## src/rtl/cpu_if_arbiter.sv

```systemverilog
// N-master to 1-slave round-robin arbiter for the pulse-based cpu_if bus.
// One access in flight; a per-access timeout returns TIMEOUT_DATA.
module cpu_if_arbiter #(
    parameter int NUM_MASTERS = 4,
    parameter int DATA_WIDTH = 32,
    parameter int ADDR_WIDTH = 30,
    parameter int TIMEOUT_CYCLES = 1024,
    parameter logic [DATA_WIDTH-1:0] TIMEOUT_DATA = 32'hDEAD_BEEF
) (
    input  logic clk,
    input  logic reset_n,
    input  logic [NUM_MASTERS-1:0] m_cpu_if_read,
    input  logic [NUM_MASTERS-1:0] m_cpu_if_write,
    input  logic [NUM_MASTERS*ADDR_WIDTH-1:0] m_cpu_if_address,
    input  logic [NUM_MASTERS*DATA_WIDTH-1:0] m_cpu_if_write_data,
    output logic [NUM_MASTERS*DATA_WIDTH-1:0] m_cpu_if_read_data,
    output logic [NUM_MASTERS-1:0] m_cpu_if_access_complete,
    output logic [NUM_MASTERS-1:0] m_timeout,
    output logic [NUM_MASTERS-1:0] m_overrun,
    output logic s_cpu_if_read,
    output logic s_cpu_if_write,
    output logic [ADDR_WIDTH-1:0] s_cpu_if_address,
    output logic [DATA_WIDTH-1:0] s_cpu_if_write_data,
    input  logic [DATA_WIDTH-1:0] s_cpu_if_read_data,
    input  logic s_cpu_if_access_complete
);

    localparam int GW = (NUM_MASTERS > 1) ? $clog2(NUM_MASTERS) : 1;
    localparam int TW = (TIMEOUT_CYCLES > 1) ? $clog2(TIMEOUT_CYCLES) : 1;
    localparam logic [GW-1:0] LAST_IDX = GW'(NUM_MASTERS - 1);
    localparam logic [TW-1:0] TIMER_END = TW'(TIMEOUT_CYCLES - 1);

    typedef enum logic [1:0] {
        S_IDLE,
        S_ISSUE,
        S_WAIT
    } state_t;

    state_t state;
    logic [NUM_MASTERS-1:0] pending;
    logic [NUM_MASTERS-1:0] is_wr;
    logic [ADDR_WIDTH-1:0] addr_q [NUM_MASTERS];
    logic [DATA_WIDTH-1:0] data_q [NUM_MASTERS];
    logic in_flight;
    logic [GW-1:0] grant;
    logic [GW-1:0] last_grant;
    logic [TW-1:0] timer;

    logic [NUM_MASTERS-1:0] req;
    logic [NUM_MASTERS-1:0] busy;
    logic [GW-1:0] next_sel;

    always_comb begin
        for (int i = 0; i < NUM_MASTERS; i++) begin
            req[i] = m_cpu_if_read[i] | m_cpu_if_write[i];
            busy[i] = pending[i] | (in_flight & (grant == GW'(i)));
        end
    end

    // Scan downwards so the nearest pending index after last_grant wins.
    always_comb begin
        next_sel = '0;
        for (int k = NUM_MASTERS; k >= 1; k--) begin
            if (pending[(int'(last_grant) + k) % NUM_MASTERS]) begin
                next_sel = GW'((int'(last_grant) + k) % NUM_MASTERS);
            end
        end
    end

    always_ff @(posedge clk or negedge reset_n) begin
        if (!reset_n) begin
            state <= S_IDLE;
            pending <= '0;
            is_wr <= '0;
            for (int i = 0; i < NUM_MASTERS; i++) begin
                addr_q[i] <= '0;
                data_q[i] <= '0;
            end
            in_flight <= 1'b0;
            grant <= '0;
            last_grant <= LAST_IDX;
            timer <= '0;
            m_cpu_if_read_data <= '0;
            m_cpu_if_access_complete <= '0;
            m_timeout <= '0;
            m_overrun <= '0;
            s_cpu_if_read <= 1'b0;
            s_cpu_if_write <= 1'b0;
            s_cpu_if_address <= '0;
            s_cpu_if_write_data <= '0;
        end else begin
            m_cpu_if_access_complete <= '0;
            m_timeout <= '0;
            s_cpu_if_read <= 1'b0;
            s_cpu_if_write <= 1'b0;
            m_overrun <= req & busy;

            for (int i = 0; i < NUM_MASTERS; i++) begin
                if (req[i] && !busy[i]) begin
                    pending[i] <= 1'b1;
                    is_wr[i] <= m_cpu_if_write[i];
                    addr_q[i] <= m_cpu_if_address[i*ADDR_WIDTH +: ADDR_WIDTH];
                    if (m_cpu_if_write[i]) begin
                        data_q[i] <= m_cpu_if_write_data[i*DATA_WIDTH +: DATA_WIDTH];
                    end
                end
            end

            unique case (state)
                S_IDLE: begin
                    if (|pending) begin
                        grant <= next_sel;
                        last_grant <= next_sel;
                        s_cpu_if_read <= ~is_wr[next_sel];
                        s_cpu_if_write <= is_wr[next_sel];
                        s_cpu_if_address <= addr_q[next_sel];
                        s_cpu_if_write_data <= data_q[next_sel];
                        state <= S_ISSUE;
                    end
                end
                S_ISSUE: begin
                    pending[grant] <= 1'b0;
                    in_flight <= 1'b1;
                    timer <= '0;
                    state <= S_WAIT;
                end
                S_WAIT: begin
                    timer <= timer + 1'b1;
                    if (s_cpu_if_access_complete) begin
                        m_cpu_if_access_complete[grant] <= 1'b1;
                        m_cpu_if_read_data[int'(grant)*DATA_WIDTH +: DATA_WIDTH] <=
                            s_cpu_if_read_data;
                        in_flight <= 1'b0;
                        state <= S_IDLE;
                    end else if (timer == TIMER_END) begin
                        m_cpu_if_access_complete[grant] <= 1'b1;
                        m_timeout[grant] <= 1'b1;
                        m_cpu_if_read_data[int'(grant)*DATA_WIDTH +: DATA_WIDTH] <=
                            TIMEOUT_DATA;
                        in_flight <= 1'b0;
                        state <= S_IDLE;
                    end
                end
                default: state <= S_IDLE;
            endcase
        end
    end

endmodule

```

## config.mk

```make
export PLATFORM = sky130hd
export DESIGN_NAME = cpu_if_arbiter
export DESIGN_NICKNAME = d
export VERILOG_FILES = /design/src/rtl/cpu_if_arbiter.sv
export SDC_FILE = /design/constraint.sdc
export NUM_CORES = 1
export LEC_CHECK = 0
export BUFFER_PORTS_ARGS = -buffer_cell sky130_fd_sc_hd__buf_2
export CORE_ASPECT_RATIO = 0.6
export CORE_UTILIZATION = 25
export DETAILED_ROUTE_END_ITERATION = 12
export PLACE_DENSITY_LB_ADDON = 0.1
export SLEW_MARGIN = 30
export SYNTH_ARGS = -nofsm -noshare
export SYNTH_HDL_FRONTEND = slang
export SYNTH_SLANG_ARGS = --single-unit
```

## constraint.sdc

```tcl
create_clock -name clk -period 2.6 [get_ports clk]
set_input_delay 0.13 -clock clk [delete_from_list [all_inputs] [get_ports clk]]
set_output_delay 0.13 -clock clk [all_outputs]
set_load 0.02 [all_outputs]
```

==> flow_summary_export.csv <==
group,metric,value,unit
outcome,status,"finished, final reports clean",
power,power.density,1266,mW/mm2
routing,drt-initial-drc-count,780,
placement,place_area,0.02413,mm2
synthesis,yosysUniqueCellTypes,51,
routing,routed_wl,69030,um
layout,mostFrequentLayoutCells,"buf_2 (493), dfrtp_1 (475), dlygate4sd3_1 (290), mux2_2 (245), nand2_1 (208)",
clocking,ctsResizeCount,0,
clocking,worstSkewPairLatency,0.60,ns
layout,syn_to_final_growth,42.65,%
clocking,cts.clk_slew.worst_paths,0.06,ns
synthesis,synth.ff_latch_count,477,
synthesis,synth_warnings,0,
floorplanning,core_area,0.07958,mm2
clocking,cts.sinks,477,
synthesis,synth_fp_nets,1906,
clocking,hold_buffers,290,
timing,rsz0062_at_grt,"no",
timing,finalCriticalPeriod,2.404,ns
clocking,post_cts_buffers,0,
placement,numPortBuffers,494,
worst_hold_path,hp-class,"input port to async pin",
synthesis,avgSynthCellArea,12.55,um2
power,total_leakage_power,13.37,nW
global_routing,grt.total_usage,0.1675,
routing,drtPass1Iterations,4,
synthesis,synth_cells,1604,
layout,drive_gt1_frac,0.3831,
floorplanning,rows,80,
floorplanning,die_area,0.08169,mm2
global_routing,grt_max_degree,82,
power,p_int,0.02245,W
layout,postLayoutCellArea,0.02872,mm2
global_routing,grt_pass1_vias,16700,
clocking,cts_root_buffer,"clkbuf_16",
timing,whs,0.05917,ns
placement,dpl.hpwl,46470,um
timing,fin_worst_skew,0.02040,ns
critical_path,cp-end-kind,"flip-flop",
timing,setup_ws,0.1965,ns
synthesis,ys.flop_type,"dfrtp_1",
timing,setup_viol,0,
power,clockPowerShare,0.204,
power,comb_power_share,0.442,
routing,drtAntennaViolNets,0,
synthesis,syn_area,0.02013,mm2
placement,preCtsSetupSlack,0.1351,ns
layout,fill_cells,7953,
floorplanning,die_y,221.8,um
floorplanning,pin_count,495,
timing,max_freq,416.1,MHz
placement,place_congestion,0.7595,
global_routing,gr-total-overflow,0,
critical_path,crit_arrival,2.89,ns
timing,worst_slew_pin_slew,0.6510,ns
synthesis,async_flop_share,1.000,
layout,final_common_cell,"buf_2",
timing,slew_headroom,0.5660,
timing,period_share,0.9244,
timing,fin_setup_tns,0,ns
power,swShare,0.3821,
global_routing,grt_pass1_wl,104800,um
critical_path,required,3.08,ns
clocking,cts_buffers,52,
routing,routedWlPerCell,19.72,um
routing,post-route-drc-count,0,
clocking,clockBufferDepth,3,
timing,hold_violations,0,
critical_path,max_stage_delay,0.54,ns
routing,viasPerCell,4.443,
critical_path,crit_path_top_delay_cell,"a21oi_1",
critical_path,cp_cell_sequence,"ha_1 > a21oi_1 > nor2b_4 > buf_12 > mux2_2",
critical_path,critPathKind,"flip-flop to flip-flop",
floorplanning,die_w,368.3,um
clocking,htreeDepth,2,
clocking,cts_tree,"yes",
critical_path,cp_max_fo,33,
layout,final_util,0.3608,
global_routing,grt_antenna_before_repair,4,
layout,nets,2695,
synthesis,synth-seq-area-share,0.5931,
power,vdd_drop_max,0.6659,mV
critical_path,start_kind,"flip-flop",
floorplanning,initial_utilization,0.2530,
timing,maxSlewViolCount,0,
power,p_sw,0.01389,W
synthesis,synth-edff-count,0,
job,maxCapViolCount,0,
routing,vias,15550,
power,p_seq_frac,0.355,
[synth_stat cells (2+ instances only)]
cell / instances / area share
a21oi_1: 43 / 0.011
a21oi_2: 19 / 0.0083
a22o_1: 16 / 0.0070
a31oi_1: 48 / 0.015
and2_1: 6 / 0.0019
and3_1: 10 / 0.0031
buf_1: 8 / 0.0015
buf_2: 31 / 0.0077
buf_4: 14 / 0.0052
buf_6: 20 / 0.011
clkbuf_1: 34 / 0.0063
dfrtp_1: 475 / 0.59
dfstp_2: 2 / 0.0026
ha_1: 11 / 0.0068
inv_1: 14 / 0.0026
mux2_1: 2 / 0.0011
mux2_2: 245 / 0.14
mux2i_1: 128 / 0.064
nand2_1: 213 / 0.040
nand2b_1: 5 / 0.0016
nand3_1: 23 / 0.0057
nor2_1: 114 / 0.021
nor2_2: 9 / 0.0028
nor2b_1: 8 / 0.0025
nor3_1: 2 / 0.00050
nor3b_1: 3 / 0.0011
o21ai_0: 13 / 0.0032
o221ai_1: 61 / 0.027
o31ai_1: 3 / 0.0011
or3_1: 2 / 0.00062
xor2_1: 2 / 0.00087
[per-layer routing]
metal / track usage / vias up / share of wire
met3: 0.03316 / 87 / 0.044
met5: 0 / - / 0.00033
met1: 0.2307 / 7896 / 0.47
met2: 0.2695 / 329 / 0.47
met4: 0.04042 / 4 / 0.020
li1: - / 7238 / -
[critical path, delay by kind of cell (launching register included)]
family	cells	cell delay (ns)
compound gates	1	0.54
mux	1	0.38
simple gates	1	0.28
flops	1	0.49
fa+ha+maj	1	0.31
buf+inv	1	0.26
[kinds of logic after synthesis]
group,Yosys count,share of synthesized area
flops,477,0.5931
simple gates,404,0.08503
mux,375,0.2018
compound gates,211,0.07627
buf+inv,123,0.03562
fa+ha+maj,11,0.006837
xor+xnor,3,0.001306
[cell type report]
type	instances	area, um2	area share
Clock inverter	13	93.84	0.003268
Timing Repair Buffer	843	6153	0.2143
Tap cell	1066	1334	0.04645
Inverter	15	58.81	0.002048
Clock buffer	81	1582	0.05508
Antenna cell	2	5.005	0.0001743
Sequential cell	477	11940	0.4158
Multi-Input combinational cell	1004	7550	0.2629
[path summary, 6_finish.rpt]
path,cells past startpoint,to,slack (ns),startpoint
setup reg to reg,5,addr_q[4],0.20,grant[0]
max in group asynchronous,3,addr_q[9],1.54,reset_n
min in group clk,4,is_wr[2],0.08,m_cpu_if_write[2]
hold / removal,2,m_cpu_if_read_data[73],0.06,reset_n
setup / recovery,5,addr_q[4],0.20,grant[0]
hold reg to reg,2,m_cpu_if_read_data[36],0.47,m_cpu_if_read_data[36]
[through the flow]
step                cells  power [W]
global route         3501    0.03877
detailed placement   3115    0.02899
finish               3501    0.03634
floorplan            1604    0.02325
global placement     3115    0.02866
CTS                  3499    0.03697
[power by group through the flow]
stage          combinational [W]  sequential, W  clock [W]
2_1_floorplan            0.00901         0.0142          0
3_3_place_gp              0.0157         0.0129          0
3_5_place_dp              0.0160         0.0130          0
4_1_cts                   0.0164         0.0129    0.00769
5_1_grt                   0.0174         0.0134    0.00801
6_report                  0.0160         0.0129    0.00741
[flip-flops by register name (all words and copies together), names as in the netlist, 10 cells and up]
signal and count:
timer 10, data_q 128, m_cpu_if_read_data 128, s_cpu_if_write_data 32, addr_q 120, s_cpu_if_address 30
Note: power is estimated with default switching activity, not from simulation.
